[config.mk]
export PLATFORM = sky130hd
export DESIGN_NAME = mem_arbiter
export DESIGN_NICKNAME = d
export VERILOG_FILES = /design/src/rtl/mem_arbiter.sv
export SDC_FILE = /design/constraint.sdc
export NUM_CORES = 1
export LEC_CHECK = 0
export CORE_MARGIN = 1
export CORE_UTILIZATION = 37
export DETAILED_ROUTE_END_ITERATION = 10
export PLACE_DENSITY = 0.95
export SLEW_MARGIN = 5
export SYNTH_ARGS = -nofsm -noshare
export SYNTH_HDL_FRONTEND = slang
export SYNTH_SLANG_ARGS = --single-unit
[constraint.sdc]
create_clock -name clk -period 3.1 [get_ports clk]
set_clock_uncertainty 0.2 [all_clocks]
set_input_delay 0.465 -clock clk [delete_from_list [all_inputs] [get_ports clk]]
set_output_delay 0.465 -clock clk [all_outputs]
set_load 0.1 [all_outputs]
[src/rtl/mem_arbiter.sv]
// mem_arbiter: shares one single-port synchronous RAM between an instruction
// fetch port and a data port. One access per cycle, fixed one-cycle latency,
// data has priority except when a waiting fetch has been passed over
// STARVE_MAX times in a row.
module mem_arbiter #(
    parameter int ADDR_W     = 14,
    parameter int STARVE_MAX = 2
) (
    input  logic              clk,
    input  logic              reset,
    input  logic              i_req,
    input  logic [ADDR_W-1:0] i_addr,
    output logic              i_rdy,
    output logic [31:0]       i_rdata,
    input  logic              d_req,
    input  logic [ADDR_W-1:0] d_addr,
    input  logic [3:0]        d_wmask,
    input  logic [31:0]       d_wdata,
    output logic              d_rdy,
    output logic [31:0]       d_rdata,
    output logic              ram_en,
    output logic [ADDR_W-1:0] ram_addr,
    output logic [3:0]        ram_wmask,
    output logic [31:0]       ram_wdata,
    input  logic [31:0]       ram_rdata
);

    localparam int CW = (STARVE_MAX < 1) ? 1 : $clog2(STARVE_MAX + 1);
    localparam logic [CW-1:0] STARVE_LIM = CW'(STARVE_MAX);

    typedef enum logic [1:0] {
        IDLE,
        RET_I,
        RET_D
    } state_t;

    state_t        state;
    logic [CW-1:0] starve_cnt;
    logic [31:0]   i_rdata_q;
    logic [31:0]   d_rdata_q;
    logic          grant_i;
    logic          grant_d;

    // Grant decision. A port is only ever in flight during its own RET state,
    // where a held req already counts as a new request, so pending == req.
    always_comb begin
        grant_i = 1'b0;
        grant_d = 1'b0;
        if (!reset) begin
            if (i_req && d_req) begin
                if (starve_cnt == STARVE_LIM) grant_i = 1'b1;
                else                          grant_d = 1'b1;
            end else if (i_req) begin
                grant_i = 1'b1;
            end else if (d_req) begin
                grant_d = 1'b1;
            end
        end
    end

    // RAM request mux and return-path outputs.
    always_comb begin
        ram_en    = grant_i | grant_d;
        ram_addr  = grant_i ? i_addr : d_addr;
        ram_wmask = grant_d ? d_wmask : '0;
        ram_wdata = d_wdata;
        i_rdy     = (state == RET_I) && !reset;
        d_rdy     = (state == RET_D) && !reset;
        i_rdata   = reset ? '0 : (i_rdy ? ram_rdata : i_rdata_q);
        d_rdata   = reset ? '0 : (d_rdy ? ram_rdata : d_rdata_q);
    end

    // State, starvation counter and held read data.
    always_ff @(posedge clk) begin
        if (reset) begin
            state      <= IDLE;
            starve_cnt <= '0;
            i_rdata_q  <= '0;
            d_rdata_q  <= '0;
        end else begin
            if (grant_i)      state <= RET_I;
            else if (grant_d) state <= RET_D;
            else              state <= IDLE;

            if (grant_i)
                starve_cnt <= '0;
            else if (grant_d && i_req && starve_cnt != STARVE_LIM)
                starve_cnt <= starve_cnt + 1'b1;

            if (i_rdy) i_rdata_q <= ram_rdata;
            if (d_rdy) d_rdata_q <= ram_rdata;
        end
    end

endmodule

-- Yosys cells after proc, flatten, opt, wreduce, memory -nomap -nowiden
Index checks and enable logic that the tools add are counted.
- register bits: 68
- logic and storage cells: 35
- bitwise logic cells: 1
- add/sub/neg operators: 1
- equal/unequal tests: 4
- mux-type cells: 17
- reduce and logical (&&, ||, !) cells: 7
- operators by type and width (cell ; count):
    $mux W32 ; 4
    $mux W14 ; 1
    $mux W1 ; 10
    $logic_and A1 B1 Y1 ; 5
    $eq A2 B2 Y1 const B ; 2
    $mux W4 ; 1
    $add A2 B1 Y2 const B ; 1
    $eq A2 B1 Y1 const B ; 1
    $mux W2 ; 1
    $ne A2 B2 Y1 const B ; 1
    $reduce_or A2 Y1 ; 1
    $logic_not A1 Y1 ; 1
    $or A1 B1 Y1 ; 1

-- Longest topological paths before layout
Gate-level depths: netlist (run 1).
- depth after elaboration: 6
- depth in mapped cells: 6

-- Worst setup path before layout (run 1)
Ideal clock, no wire load.
- path type: input to output
- start: input port reset
- end: output port d_rdata[0]
- slack: -21 ps
- arrival: 2456 ps
- stages on the path: 4
- required time: 2435 ps
- cells stage by stage: buf_2 buf_2 clkbuf_1 a21oi_1
- longest elaborated chain between the ends: 4
- ends and longest elaborated chain (element ; line ; source):
    start: declaration ; 10 ; input logic reset,
    $logic_not A1 Y1 ; 68 ; d_rdy = (state == RET_D) && !reset;
    $logic_and A1 B1 Y1 ; 68 ;
    $mux W32 ; -- ;
    $mux W32 (*) ; -- ;
    end: declaration ; 20 ; output logic [31:0] d_rdata,
Mark *: on every way between the ends. The rest lies on a longest branch, timed or not.

-- Worst setup path in the final report (run 1)
- start: register state[1]
- end: output port d_rdata[1]
- longest elaborated chain between the ends: 4
- ends and longest elaborated chain (element ; line ; source):
    start: declaration ; 37 ; state_t state;
    start signal: assignment ; 76 ; state <= IDLE;
    start signal: assignment ; 81 ; if (grant_i) state <= RET_I;
    start signal: assignment ; 82 ; else if (grant_d) state <= RET_D;
    $eq A2 B2 Y1 ; 68 ;
    $logic_and A1 B1 Y1 ; 68 ;
    $mux W32 (2 in series) ; -- ;
No other way between the ends.

==> results of run 1 <==
==> metal layers <==
layer	wire length, um	GRT usage [%]
met5	0	0
met4	271	12.37
met3	739	7.155
met2	5146	45.45
met1	3200	21.47
==> Yosys cell counts (all sizes together) <==
master | n | area (sq um)
a211oi | 1 | 7.510
a21boi | 1 | 7.510
a21oi | 65 | 325.3
a311oi | 1 | 8.760
a31oi | 1 | 6.260
and2 | 4 | 25.02
and2b | 1 | 7.510
and4bb | 1 | 12.51
buf | 51 | 341.6
clkbuf | 6 | 22.52
dfxtp | 68 | 1361
ha | 2 | 25.02
inv | 3 | 11.26
mux2 | 14 | 187.7
nand2 | 129 | 484.2
nand2b | 5 | 31.28
nand3b | 1 | 20.02
nor2 | 3 | 11.26
nor2b | 3 | 18.77
==> area by class of cell <==
class                   count  area [sq um]
well taps                 102         127.6
clock inverters             5         82.58
flip-flops and latches     68          1361
inverters                   3         11.26
multi-input cells         232          1184
repair buffers            159          2445
clock buffers              11         151.4
fillers                   550          2325
==> metrics by stage <==
stage                     worst slack (ps)  setup TNS [ps]  utilization, %  std cells  hold WS (ps)
after floorplan                     -21.14          -422.8               -        360         247.5
after global placement               561.0               0           66.72        564         262.1
after detailed placement             484.6               0           66.72        564         283.4
after CTS                            310.0               0           69.76        580         294.1
after global routing                 172.6               0           69.76        580         339.9
final                                313.0               0           69.76        580         304.1
==> how the worst max path moves through the flow <==
stage	from	endpoint	slack, ps	cells past startpoint
floorplan	reset	d_rdata[0]	-20	4
global placement	d_req	ram_addr[4]	560	5
detailed placement	d_req	ram_addr[13]	480	5
CTS	state[1]	d_rdata[1]	310	5
global route	state[1]	d_rdata[10]	170	5
finish	state[1]	d_rdata[1]	310	5
==> state kept, by name, indices dropped and copies added (netlist names) <==
name	cells
d_rdata_q	32
state	2
i_rdata_q	32
starve_cnt	2
==> kinds of logic (layout without fill, tap and decap cells) <==
kind of cell / count (synthesis) / in the layout / share of synthesized area, %
buffers and inverters: 60 / 178 / 12.88
multiplexers: 14 / 14 / 6.438
AO/OA/AOI/OAI: 69 / 69 / 12.19
adder cells (fa/ha/maj): 2 / 2 / 0.8582
flip-flops: 68 / 68 / 46.70
AND/OR/NAND/NOR: 147 / 147 / 20.94
==> power breakdown <==
part	internal [mW]	switching, mW	total (mW)
Combinational	0.310	0.521	0.832
Clock	0.500	0.335	0.835
Sequential	0.908	0.0110	0.919
Total	1.72	0.867	2.59
==> critical path, stage by stage, from the launching register on <==
cell and delay [ps]:
dfxtp_1 380, nor2b_2 530, buf_12 240, nand2_1 70
a21oi_1 320, buf_12 230
==> out/results.ini, run 1 <==
[finish]
mostFrequentLayoutCells=129 x nand2_1, 87 x buf_12, 68 x dfxtp_1
final_common_cell=nand2_1
n_antenna_cell=0
fin_nets=575
drive_above_1_share_pct=26.57
syn_to_final_growth_pct=83.95
final_area_sq_mm=0.005363

[worst_setup_path]
arrival_ps=2120
cp.required_ps=2430
r2r_cells=4
rr_endpoint=d_rdata_q[1]
crit_type=reg2out
crit_fanout=22
reg2reg_slack_ps=1220
crit_path_end_kind=output port
r2r-start=state[1]
start_kind=register

[sta]
finalCritPeriodShare_pct=89.90
max_clock_freq_mhz=358.8
hold_viol_final=0
maxSlewViolCount=0
slew-limit-headroom_pct=60.92
rsz0062_at_grt=false
tightest_slew_ps=583.6
finalSetupViolations=0
min_period_ps=2787

[route]
first_iter_violations=108
vias=2841
drt-total-wl_um=9357
wl_per_cell_um=16.13
vias_per_cell=4.898
drt_pass1_iterations=5
drc=0
ant_nets=0

[pwr]
power_mw=2.585
cellLeakagePower_nw=2.074
p_per_area_mw_per_mm2=482.1
irDropWorstVdd_mv=0.2607

[floorplanning]
dieArea_sq_mm=0.008238
row_count=32
die_y_um=90.77
pin_count=217
die_x_um=90.77
core_region_area_sq_mm=0.007687
initial_utilization_pct=37.92

[global_route]
grt_pass1_wl_um=14790
antenna_found_initial=0
grt-ovfl-total=0
grt_max_degree=50
first_global_vias=3022
grt_use_total_pct=23.41

[worst_hold_path]
min_from=starve_cnt[0]
holdPathStages=1
hp-class=reg2reg
hold-path-endpoint=starve_cnt[0]

[cts]
post_cts_resized=0
insertion_delay_ps=340
cts_buffer_depth=2
cts_buffers=9
clock_sinks=68
ctsHoldBuffers=0
postCtsSetupBuffers=0
tritoncts=built
htree_levels=3
clockRootBuffer=clkbuf_8
path_clk_slew_ps=80

[placed_design]
place_area_sq_mm=0.005129
dp_hpwl_um=7133
place.gp.congestion=0.8912
io_buffers=152

[synthesis]
synth_seq_cells=68
ys_seq_area_share_pct=46.70
postSynthAreaPerCell_sq_um=8.098
syn_nets=462
syn_area_sq_mm=0.002915
yosys_warnings=0
synth.distinct_cells=22
synthesis.instances=360

[job]
max_cap_violations=0

[outcome]
status=finished clean

Power figures use the tool's default switching activity.
==> run 2, diff against run 1 <==
- CORE_MARGIN: 1 -> 4
- SLEW_MARGIN: 5 -> 20
==> out/results.ini, run 2 (synthesis results as in run 1) <==
[outcome]
status=finished clean

[cts]
postCtsSetupBuffers=0
cts_buffer_depth=2
clock_sinks=68
tritoncts=built
htree_levels=3
insertion_delay_ps=330
ctsHoldBuffers=0
post_cts_resized=0
clockRootBuffer=clkbuf_8
path_clk_slew_ps=70
cts_buffers=9

[floorplanning]
core_region_area_sq_mm=0.007687
dieArea_sq_mm=0.009363
die_x_um=96.77
pin_count=217
initial_utilization_pct=37.92
die_y_um=96.77
row_count=32

[global_route]
grt-ovfl-total=0
grt_use_total_pct=21.15
antenna_found_initial=0
grt_max_degree=35
grt_pass1_wl_um=15680
first_global_vias=3064

[finish]
final_common_cell=nand2_1
n_antenna_cell=0
fill_cells=535
multi_input_area_sq_mm=0.001184
utilization_pct=69.55
register_area_sq_mm=0.001361
syn_to_final_growth_pct=83.39
mostFrequentLayoutCells=129 x nand2_1, 87 x buf_12, 68 x dfxtp_1
fin_cells=582
drive_above_1_share_pct=26.67
fin_nets=577
reg_top3=d_rdata_q (32), i_rdata_q (32)

[sta]
whs_ps=308.2
rsz0062_at_grt=false
finalCritPeriodShare_pct=87.82
finalSetupViolations=0
maxSlewViolCount=0
setup_tns_ps=0
min_period_ps=2722
slew-limit-headroom_pct=63.71
max_clock_freq_mhz=367.3
hold_viol_final=0
tightest_slew_ps=541.9

[worst_setup_path]
cp.required_ps=2430
start_kind=register
crit_type=reg2out
arrival_ps=2060
crit_fanout=23
crit_path_end_kind=output port

[route]
drt-total-wl_um=9903
wl_per_cell_um=17.02
vias_per_cell=4.938
first_iter_violations=70
drc=0
ant_nets=0
drt_pass1_iterations=4
vias=2874

[pwr]
irDropWorstVdd_mv=0.2701
cellLeakagePower_nw=2.066
p_per_area_mw_per_mm2=465.6

[job]
max_cap_violations=0

[placed_design]
place.gp.congestion=0.8329
dp_hpwl_um=7917
io_buffers=152
dp.cells=566

[worst_hold_path]
hp-class=reg2reg

[run 2: area by class of cell]
class | count | share of cell area (%)
timing repair buffer | 161 | 46.01
sequential | 68 | 25.46
multi-input combinational | 232 | 22.14
clock buffer | 12 | 2.902
tap | 102 | 2.387
clock inverter | 4 | 0.8893
inverter | 3 | 0.2106
[run 2: path summary, 6_finish.rpt]
check,start,endpoint,slack [ps],cells past startpoint
setup reg to reg,state[1],d_rdata_q[18],1270,4
hold reg to reg,starve_cnt[0],starve_cnt[0],310,1
setup / recovery,state[1],d_rdata[18],380,5
hold / removal,starve_cnt[0],starve_cnt[0],310,1
[run 2: where the power goes]
part	leakage, nW	switching [mW]	internal (mW)
Combinational	1.41	0.522	0.312
Clock	0.102	0.322	0.413
Sequential	0.553	0.0115	0.908
Total	2.07	0.856	1.63
[run 2: routing by layer]
| layer | track usage (%) | part of all wire [%] | wire, um |
|---|---|---|---|
| met5 | 0 | 0 | 0 |
| met4 | 13.71 | 5.6 | 550 |
| met3 | 6.994 | 8.6 | 855 |
| met2 | 39.07 | 53 | 5252 |
| met1 | 19.64 | 33 | 3245 |
[run 2: worst max-delay path, cell delays in order (launching register included)]
cell and delay (ps):
dfxtp_1 380, nor2b_2 500, buf_12 240, nand2_1 70, a21oi_1 300, buf_12 230
[run 2: stage by stage]
step	power [mW]	cell area, sq um	worst slack, ps
2_1_floorplan	1.609	2915	-21.14
3_3_place_gp	1.760	5144	557.8
3_5_place_dp	1.777	5144	476.9
4_1_cts	2.507	5346	356.0
5_1_grt	2.569	5346	264.8
6_report	2.489	5346	377.6
